File: src/rtl/vga_timing_gen.sv
// -----------------------------------------------------------------------------
// vga_timing_gen
//
// Raster timing generator for VGA-style displays. A clock divider produces a
// pixel tick every CLK_DIV clocks. Each tick advances a column/line counter
// pair. Registered video_on, hsync and vsync follow the counters and stay
// aligned with them.
//
// Parameters
//   H_ACTIVE/H_FP/H_SYNC/H_BP : horizontal visible, front porch, sync and
//                               back porch widths, in pixels
//   V_ACTIVE/V_FP/V_SYNC/V_BP : vertical equivalents, in lines
//   HS_POL/VS_POL             : active sync level (0 = active-low)
//   CLK_DIV                   : clk cycles per pixel (1..16)
//   CW                        : width of the x/y outputs
//
// Ports
//   clk         in   single clock; all state changes on the rising edge
//   reset       in   asynchronous reset, active low
//   run         in   1 = timing advances, 0 = everything holds
//   restart     in   synchronous return to the end-of-frame state
//                    (frame_cnt is kept)
//   pix_en      out  one-clk pixel tick
//   x, y        out  current pixel column and line
//   video_on    out  high inside the visible area
//   hsync/vsync out  sync outputs at the polarity set by HS_POL/VS_POL
//   line_start  out  one-clk pulse on the edge after the tick that loads x=0
//   frame_start out  one-clk pulse on the edge after the tick that loads
//                    x=0,y=0
//   frame_cnt   out  frame counter, counts modulo 256
// -----------------------------------------------------------------------------
module vga_timing_gen #(
  parameter int H_ACTIVE = 640,
  parameter int H_FP     = 16,
  parameter int H_SYNC   = 96,
  parameter int H_BP     = 48,
  parameter int V_ACTIVE = 480,
  parameter int V_FP     = 10,
  parameter int V_SYNC   = 2,
  parameter int V_BP     = 33,
  parameter bit HS_POL   = 1'b0,
  parameter bit VS_POL   = 1'b0,
  parameter int CLK_DIV  = 2,
  parameter int CW       = 10
) (
  input  logic          clk,
  input  logic          reset,
  input  logic          run,
  input  logic          restart,
  output logic          pix_en,
  output logic [CW-1:0] x,
  output logic [CW-1:0] y,
  output logic          video_on,
  output logic          hsync,
  output logic          vsync,
  output logic          line_start,
  output logic          frame_start,
  output logic [7:0]    frame_cnt
);

  localparam int H_TOTAL = H_ACTIVE + H_FP + H_SYNC + H_BP;
  localparam int V_TOTAL = V_ACTIVE + V_FP + V_SYNC + V_BP;

  // Divider width. At least one bit is kept so that CLK_DIV=1 still elaborates.
  // In that case the divider is constantly 0.
  localparam int DW = (CLK_DIV > 1) ? $clog2(CLK_DIV) : 1;
  localparam logic [DW-1:0] DIV_LAST = DW'(CLK_DIV - 1);

  localparam logic [CW-1:0] H_LAST     = CW'(H_TOTAL - 1);
  localparam logic [CW-1:0] V_LAST     = CW'(V_TOTAL - 1);
  localparam logic [CW-1:0] H_ACT_LAST = CW'(H_ACTIVE - 1);
  localparam logic [CW-1:0] V_ACT_LAST = CW'(V_ACTIVE - 1);

  // The sync windows are held as inclusive first/last bounds. Every bound is
  // then below H_TOTAL/V_TOTAL, so each one fits in CW bits even when the back
  // porch is zero.
  localparam logic [CW-1:0] HS_FIRST = CW'(H_ACTIVE + H_FP);
  localparam logic [CW-1:0] HS_LAST  = CW'(H_ACTIVE + H_FP + H_SYNC - 1);
  localparam logic [CW-1:0] VS_FIRST = CW'(V_ACTIVE + V_FP);
  localparam logic [CW-1:0] VS_LAST  = CW'(V_ACTIVE + V_FP + V_SYNC - 1);

  localparam logic HS_ON  = HS_POL;
  localparam logic HS_OFF = ~HS_POL;
  localparam logic VS_ON  = VS_POL;
  localparam logic VS_OFF = ~VS_POL;

  // ---------------------------------------------------------------------------
  // State
  // ---------------------------------------------------------------------------
  logic [DW-1:0] div_q,   div_d;
  logic [CW-1:0] x_q,     x_d;
  logic [CW-1:0] y_q,     y_d;
  logic          video_q, video_d;
  logic          hs_q,    hs_d;
  logic          vs_q,    vs_d;
  logic          tick_q,  tick_d;   // a pixel tick happened on the last run edge
  logic          ls_q,    ls_d;
  logic          fs_q,    fs_d;
  logic [7:0]    fc_q,    fc_d;

  // ---------------------------------------------------------------------------
  // Next-state logic
  // ---------------------------------------------------------------------------
  logic          tick;
  logic          x_wrap;
  logic [CW-1:0] x_nx;
  logic [CW-1:0] y_nx;

  always_comb begin
    tick   = run && (div_q == DIV_LAST);
    x_wrap = (x_q == H_LAST);
    x_nx   = x_wrap ? '0 : x_q + 1'b1;
    if (x_wrap) begin
      y_nx = (y_q == V_LAST) ? '0 : y_q + 1'b1;
    end else begin
      y_nx = y_q;
    end

    div_d   = div_q;
    x_d     = x_q;
    y_d     = y_q;
    video_d = video_q;
    hs_d    = hs_q;
    vs_d    = vs_q;
    tick_d  = tick_q;
    ls_d    = 1'b0;
    fs_d    = 1'b0;
    fc_d    = fc_q;

    if (run) begin
      div_d  = (div_q == DIV_LAST) ? '0 : div_q + 1'b1;
      tick_d = tick;
      // The pulses fire on the edge after the tick that loaded x=0. tick_q is
      // frozen while run=0, so a pulse that falls inside a pause comes out on
      // the first running edge instead of being lost.
      ls_d   = tick_q && (x_q == '0);
      fs_d   = ls_d && (y_q == '0);
    end

    // Sync and blanking are decoded from the incoming counter values. They are
    // registered on the same edge as x/y, so all of them stay aligned.
    if (tick) begin
      x_d     = x_nx;
      y_d     = y_nx;
      video_d = (x_nx <= H_ACT_LAST) && (y_nx <= V_ACT_LAST);
      hs_d    = ((x_nx >= HS_FIRST) && (x_nx <= HS_LAST)) ? HS_ON : HS_OFF;
      vs_d    = ((y_nx >= VS_FIRST) && (y_nx <= VS_LAST)) ? VS_ON : VS_OFF;
    end

    if (fs_d) begin
      fc_d = fc_q + 8'd1;
    end

    // restart wins over run and over any tick on the same edge. The frame
    // counter keeps its value.
    if (restart) begin
      div_d   = '0;
      x_d     = H_LAST;
      y_d     = V_LAST;
      video_d = 1'b0;
      hs_d    = HS_OFF;
      vs_d    = VS_OFF;
      tick_d  = 1'b0;
      ls_d    = 1'b0;
      fs_d    = 1'b0;
      fc_d    = fc_q;
    end
  end

  // ---------------------------------------------------------------------------
  // Registers
  // ---------------------------------------------------------------------------
  always_ff @(posedge clk or negedge reset) begin
    if (!reset) begin
      div_q   <= '0;
      x_q     <= H_LAST;
      y_q     <= V_LAST;
      video_q <= 1'b0;
      hs_q    <= HS_OFF;
      vs_q    <= VS_OFF;
      tick_q  <= 1'b0;
      ls_q    <= 1'b0;
      fs_q    <= 1'b0;
      fc_q    <= 8'd0;
    end else begin
      div_q   <= div_d;
      x_q     <= x_d;
      y_q     <= y_d;
      video_q <= video_d;
      hs_q    <= hs_d;
      vs_q    <= vs_d;
      tick_q  <= tick_d;
      ls_q    <= ls_d;
      fs_q    <= fs_d;
      fc_q    <= fc_d;
    end
  end

  // ---------------------------------------------------------------------------
  // Outputs
  // ---------------------------------------------------------------------------
  // pix_en is decoded from the divider so that it is low for the whole pause
  // when run=0. With CLK_DIV=1 the divider is constant, so reset must also be
  // in the term: pix_en would otherwise follow run while reset is asserted.
  assign pix_en      = tick & reset;
  assign x           = x_q;
  assign y           = y_q;
  assign video_on    = video_q;
  assign hsync       = hs_q;
  assign vsync       = vs_q;
  assign line_start  = ls_q;
  assign frame_start = fs_q;
  assign frame_cnt   = fc_q;

endmodule

File: config.mk
export PLATFORM = sky130hd
export DESIGN_NAME = vga_timing_gen
export DESIGN_NICKNAME = d
export VERILOG_FILES = /design/src/rtl/vga_timing_gen.sv
export SDC_FILE = /design/constraint.sdc
export NUM_CORES = 1
export LEC_CHECK = 0
export ABC_AREA = 1
export BUFFER_PORTS_ARGS = -buffer_cell sky130_fd_sc_hd__buf_4
export CORE_MARGIN = 5
export CORE_UTILIZATION = 51
export DETAILED_ROUTE_END_ITERATION = 7
export PLACE_DENSITY = 0.84
export SLEW_MARGIN = 20
export SYNTH_ARGS = -nofsm -noshare
export SYNTH_HDL_FRONTEND = slang
export SYNTH_SLANG_ARGS = --single-unit
File: constraint.sdc
create_clock -name clk -period 1.7 [get_ports clk]
set_input_delay 0.34 -clock clk [delete_from_list [all_inputs] [get_ports clk]]
set_output_delay 0.34 -clock clk [all_outputs]
set_load 0.02 [all_outputs]
==> results of run 1 <==
area by class of cell:
type / instances / area share
Timing Repair Buffer: 75 / 0.1871
Tap cell: 52 / 0.02093
Inverter: 42 / 0.05151
Sequential cell: 35 / 0.2877
Clock inverter: 2 / 0.01932
Clock buffer: 6 / 0.02334
Multi-Input combinational cell: 233 / 0.4101
timing repair:
item	CTS	global route
gates cloned	0	0
buffers inserted	7	6
gates resized for setup	4	20
pin swaps	3	12
setup endpoints to repair	8	14
placed cells by master (no fill, tap or decap):
cell type  count
nor2_8         1
nand3_2        1
o22ai_1       11
dfrtp_1       20
bufinv_16      2
nor4_4         1
clkbuf_1       1
xnor2_1        4
inv_2          3
ha_2           1
a22oi_1        6
a21oi_1        5
or2_2          1
nand4_1       11
nand3_1       24
a31oi_1        1
nor2_4         3
nand2_4        1
nand3_4        2
ha_4           1
nor3_2         1
nor2_1        36
xor2_1         4
o21ai_0        4
clkbuf_8       5
buf_6          5
inv_1         38
o21ai_1        3
inv_4          1
buf_4         70
nand2_2        4
dfstp_2       12
nand4_4        1
dfrtp_2        3
nand2_1       93
nor2_2         7
nor3_4         1
a21o_1         1
ha_1           4
routing by layer:
metal / part of all wire / GRT usage / vias up
li1: - / - / 1174
met1: 0.39 / 0.2813 / 1180
met2: 0.52 / 0.3854 / 139
met3: 0.070 / 0.04684 / 20
met4: 0.019 / 0.06993 / 0
met5: 0 / 0 / -
path summary, 6_finish.rpt:
path	startpoint	endpoint	slack (ps)	cells past startpoint
worst max-delay path	x[1]	video_on	-150	9
worst min-delay path	reset	y[5]	80	2
worst max register to register	x[1]	video_on	-150	9
worst min register to register	video_on	video_on	490	2
max in group asynchronous	reset	y[3]	1270	2
min in group clk	run	tick_q	280	2
state kept, by name, indices dropped and copies added, names as in the netlist:
name / flops
x: 10
y: 10
frame_cnt: 8
div_q: 1
frame_start: 1
hsync: 1
line_start: 1
tick_q: 1
video_on: 1
vsync: 1
power groups by stage:
stage                     Combinational [W]  Clock, W  Sequential [W]
after floorplan                    0.000417         0        0.000963
after global placement             0.000679         0        0.000924
after detailed placement           0.000691         0        0.000925
after CTS                          0.000752  0.000910        0.000911
after global routing               0.000898  0.000948        0.000918
final                              0.000827  0.000902        0.000913
critical path, cell delays in order (launching register included):
cell and delay (ps):
dfstp_2 570, ha_4 150, nand2_4 90, nor2_4 170, nand3_1 220, nand3_2 200
nor2_1 80, a21oi_1 150, nand3_1 90, nand2_1 60
through the flow:
step	hold slack, ps	utilization	cells	area, um2
6_report	78.88	0.7141	445	3109
5_1_grt	133.4	0.7141	445	3109
3_3_place_gp	410.2	0.6448	424	2808
4_1_cts	98.34	0.6911	439	3009
3_5_place_dp	415.8	0.6448	424	2808
2_1_floorplan	44.41	-	313	2296
logic make-up (layout without fill, tap and decap cells):
family,count (synthesis),after routing,share of synthesized area
buffers and inverters,45,125,0.07726
AND/OR/NAND/NOR,188,188,0.3869
XOR/XNOR,8,8,0.03068
flip-flops,35,35,0.3901
adder cells (fa/ha/maj),6,6,0.03288
AO/OA/AOI/OAI,31,31,0.08219
==> flow_metrics.tcl, run 1 <==
set metrics [dict create \
    routed_wl_mm 6.836 \
    p_comb_frac 0.313 \
    fillers 318 \
    initial_utilization 0.5244 \
    synthFlopType "dfrtp_1" \
    synth_top_area_cell "dfrtp_1" \
    gp_congestion 0.9016 \
    synth_common_cells "95 x nand2_1, 40 x nor2_1, 39 x inv_1" \
    finalClockSkew_ps 7.944 \
    ant_nets 0 \
    cts_made_buffers 5 \
    ir_drop_uv 666.5 \
    initialDrtViolationCount 295 \
    layout.nets 402 \
    fmax_mhz 541.4 \
    cts_root_buf "clkbuf_8" \
    dpl.hpwl_mm 4.521 \
    internal-power_w 0.001796 \
    sw_frac_of_total 0.3199 \
    grt_usage 0.2248 \
    yosysMostFrequentCell "nand2_1" \
    clk_path_buf_depth 2 \
    slew_violations 0 \
    maxCapViolCount 0 \
    path_clk_slew_ps 80 \
    violations "setup timing" \
    row_count 24 \
    end_kind "flop" \
    coreArea_um2 4354 \
    critPathRequiredTime_ps 1930 \
    maxSlewHeadroom 0.6888 \
    io_pins 38 \
    drc 0 \
    num_vias 2513 \
    h-tree-depth 2 \
    worstSetupPathType "flop to flop" \
    ctsHoldBuffers 0 \
    hold_violations 0 \
    hp-class "input pin to asynchronous set/reset pin" \
    synth-seq-cells 35 \
    register_area_um2 894.6 \
    drt_pass1_iterations 7 \
    powerDensity_nw_per_um2 849.6 \
    setup_viol 3 \
    start_kind "flop" \
    clkPwrFrac 0.341 \
    clk_latency_ps 290 \
    synthCells 313 \
    rsz0062_at_grt "yes" \
    yosysUniqueCellTypes 31 \
    async_flop_share 1.000 \
    fin_crit_ps 1847 \
    grt-ovfl-total 0 \
    die_w_um 76.91 \
    fin_ws_ps -147.2 \
    synth_top_area_share 0.2521 \
    drive_gt1_frac 0.3232 \
    status "finished, violations left" \
    dieArea_um2 5915 \
    p_seq_frac 0.346 \
    area_growth_pct 36.16 \
    worst-path-max-fanout 6 \
    syn_area_um2 2283 \
    synth_edf_count 0 \
    cts_num_sinks 35 \
    syn_nets 323 \
    critPathArrivalTime_ps 2080 \
    finalSetupTns_ps -394.6 \
    grt_pass1_wl_mm 10.93 \
    antenna_found_initial 0 \
    leakage_nw 1.643 \
    synth_area_leaders "dfrtp_1 25%, nand2_1 16%, dfstp_2 14%" \
    syn_area_per_cell_um2 7.295 \
    p_total_w 0.002642 \
    via_per_inst 5.647 \
    p_sw_w 0.0008452 \
    detail_route.wl_per_cell_um 15.36 \
    cts_tree "yes" \
    portBuffers 37 \
    synth_seq_area_share 0.3901 \
    yosys_warnings 0 \
    first_global_vias 2312 \
    multiInputGateArea_um2 1275 \
    finalCritPeriodShare 1.087 \
    grt_max_degree 36 \
    dp_worst_setup_slack_ps -102.3 \
    diodes 0 \
    tightest_slew_ps 466.4 \
    die_y_um 76.91 \
]
(Power assumes the default switching activity.)
==> run 2: changes to the inputs <==
==> constraint.sdc (replaced) <==
create_clock -name clk -period 1.7 [get_ports clk]
set_input_delay 0.34 -clock clk [delete_from_list [all_inputs] [get_ports clk]]
set_output_delay 0.34 -clock clk [all_outputs]
set_load 0.005 [all_outputs]
==> flow_metrics.tcl, run 2 (synthesis results as in run 1) <==
set metrics [dict create \
    status "finished, violations left" \
    violations "setup timing" \
    area_growth_pct 36.71 \
    dieArea_um2 5915 \
    via_per_inst 5.684 \
    tightest_slew_ps 458.3 \
    p_sw_w 0.0008605 \
    grt_max_degree 36 \
    die_y_um 76.91 \
    io_pins 38 \
    diodes 0 \
    cts_made_buffers 5 \
    cts_root_buf "clkbuf_8" \
    critPathRequiredTime_ps 1930 \
    slew_violations 0 \
    fmax_mhz 548.7 \
    fillers 317 \
    drive_gt1_frac 0.3504 \
    p_comb_frac 0.361 \
    crit_path_frequent_cell "nand2_1" \
    worstSetupPathType "flop to flop" \
    maxSlewHeadroom 0.6945 \
    initialDrtViolationCount 191 \
    fin_ws_ps -122.4 \
    final_common_cell "nand2_1" \
    dp_worst_setup_slack_ps -113.9 \
    p_seq_frac 0.384 \
    row_count 24 \
    grt_pass1_wl_mm 11.12 \
    hp-class "input pin to asynchronous set/reset pin" \
    powerDensity_nw_per_um2 765.2 \
    ctsHoldBuffers 0 \
    setup_viol 4 \
    clk_path_buf_depth 2 \
    drt_pass1_iterations 7 \
    layout.nets 400 \
    portBuffers 37 \
    num_vias 2518 \
    finalClockSkew_ps 8.894 \
    cp_cell_sequence "ha_4, nand2_8, nor2_4, nand2_1, nor2_1, nand2_1, nand2_1, nor2_1, nand2_1, nor2_1, a21oi_1" \
    die_w_um 76.91 \
    cts_num_sinks 35 \
    cts_tree "yes" \
    max_stage_delay_ps 560 \
    coreArea_um2 4354 \
    worst-path-max-fanout 4 \
    critPathSlowestCell "dfstp_2" \
    clk_latency_ps 300 \
    routed_wl_mm 7.004 \
    h-tree-depth 2 \
    grt-ovfl-total 0 \
    antenna_found_initial 0 \
    final_area_um2 3122 \
    fin_crit_ps 1822 \
    sw_frac_of_total 0.3603 \
    dpl.hpwl_mm 4.844 \
    hold_violations 0 \
    clkPwrFrac 0.254 \
    start_kind "flop" \
    holdWs_ps 102.3 \
    first_global_vias 2408 \
    detail_route.wl_per_cell_um 15.81 \
    initial_utilization 0.5244 \
    grt_usage 0.2303 \
    fin_cells 443 \
    ant_nets 0 \
    internal-power_w 0.001528 \
    multiInputGateArea_um2 1365 \
    rsz0062_at_grt "yes" \
    dp.cells 429 \
    critPathArrivalTime_ps 2050 \
    register_area_um2 892.1 \
    maxCapViolCount 0 \
    leakage_nw 1.613 \
    path_clk_slew_ps 80 \
    drc 0 \
    ir_drop_uv 502.2 \
    gp_congestion 0.8791 \
    end_kind "flop" \
    finalCritPeriodShare 1.072 \
    mostFrequentLayoutCells "86 x nand2_1, 69 x buf_4, 37 x inv_1" \
    utilization 0.7170 \
    dpl_cell_area_um2 2835 \
]
## run 2: final cells by class
cell class / count / share of cell area
inverters: 42 / 0.05210
well taps: 52 / 0.02084
repair buffers: 72 / 0.1768
clock buffers: 6 / 0.02325
flip-flops and latches: 35 / 0.2858
multi-input cells: 234 / 0.4373
clock inverters: 2 / 0.004008
## run 2: per-stage QoR
step	setup TNS (ps)	total power (W)
CTS	-57.08	0.002296
floorplan	0	0.001344
finish	-317.5	0.002389
detailed placement	-644.4	0.001628
global placement	-176.5	0.001604
global route	-1029	0.002517
## run 2: what timing repair did
item / 4_1_cts / 5_1_grt
resized for setup: 14 / 28
pin swaps: 4 / 12
setup buffers: 5 / 0
gates cloned: 1 / 0
endpoints found under the hold margin: 0 / 0
endpoints found under the setup margin: 11 / 15
## run 2: layer usage
metal	wire [um]	vias up	track usage	share of wire
met4	187	0	0.09091	0.027
met5	0	-	0	0
li1	-	1173	-	-
met2	3553	119	0.3888	0.51
met3	499	24	0.04567	0.071
met1	2763	1202	0.2865	0.39
## run 2: path summary, 6_finish.rpt
check	startpoint	endpoint	slack, ps	cells after the start
setup / recovery	x[1]	vsync	-120	11
hold / removal	reset	frame_start	100	2
setup reg to reg	x[1]	vsync	-120	11
hold reg to reg	video_on	video_on	500	2
max in group asynchronous	reset	x[2]	1240	2
min in group clk	run	tick_q	270	2
## run 2: worst max-delay path, delay by kind of cell, from the launching register on
family | cells | cell delay (ps)
compound gates | 1 | 140
flops | 1 | 560
simple gates | 9 | 910
fa+ha+maj | 1 | 170
## run 2: power groups by stage
| stage | Sequential, W | Clock [W] | Combinational (W) |
|---|---|---|---|
| after CTS | 0.000913 | 0.000609 | 0.000774 |
| final | 0.000918 | 0.000608 | 0.000863 |
| after detailed placement | 0.000924 | 0 | 0.000704 |
| after floorplan | 0.000930 | 0 | 0.000415 |
| after global placement | 0.000925 | 0 | 0.000679 |
| after global routing | 0.000922 | 0.000661 | 0.000934 |
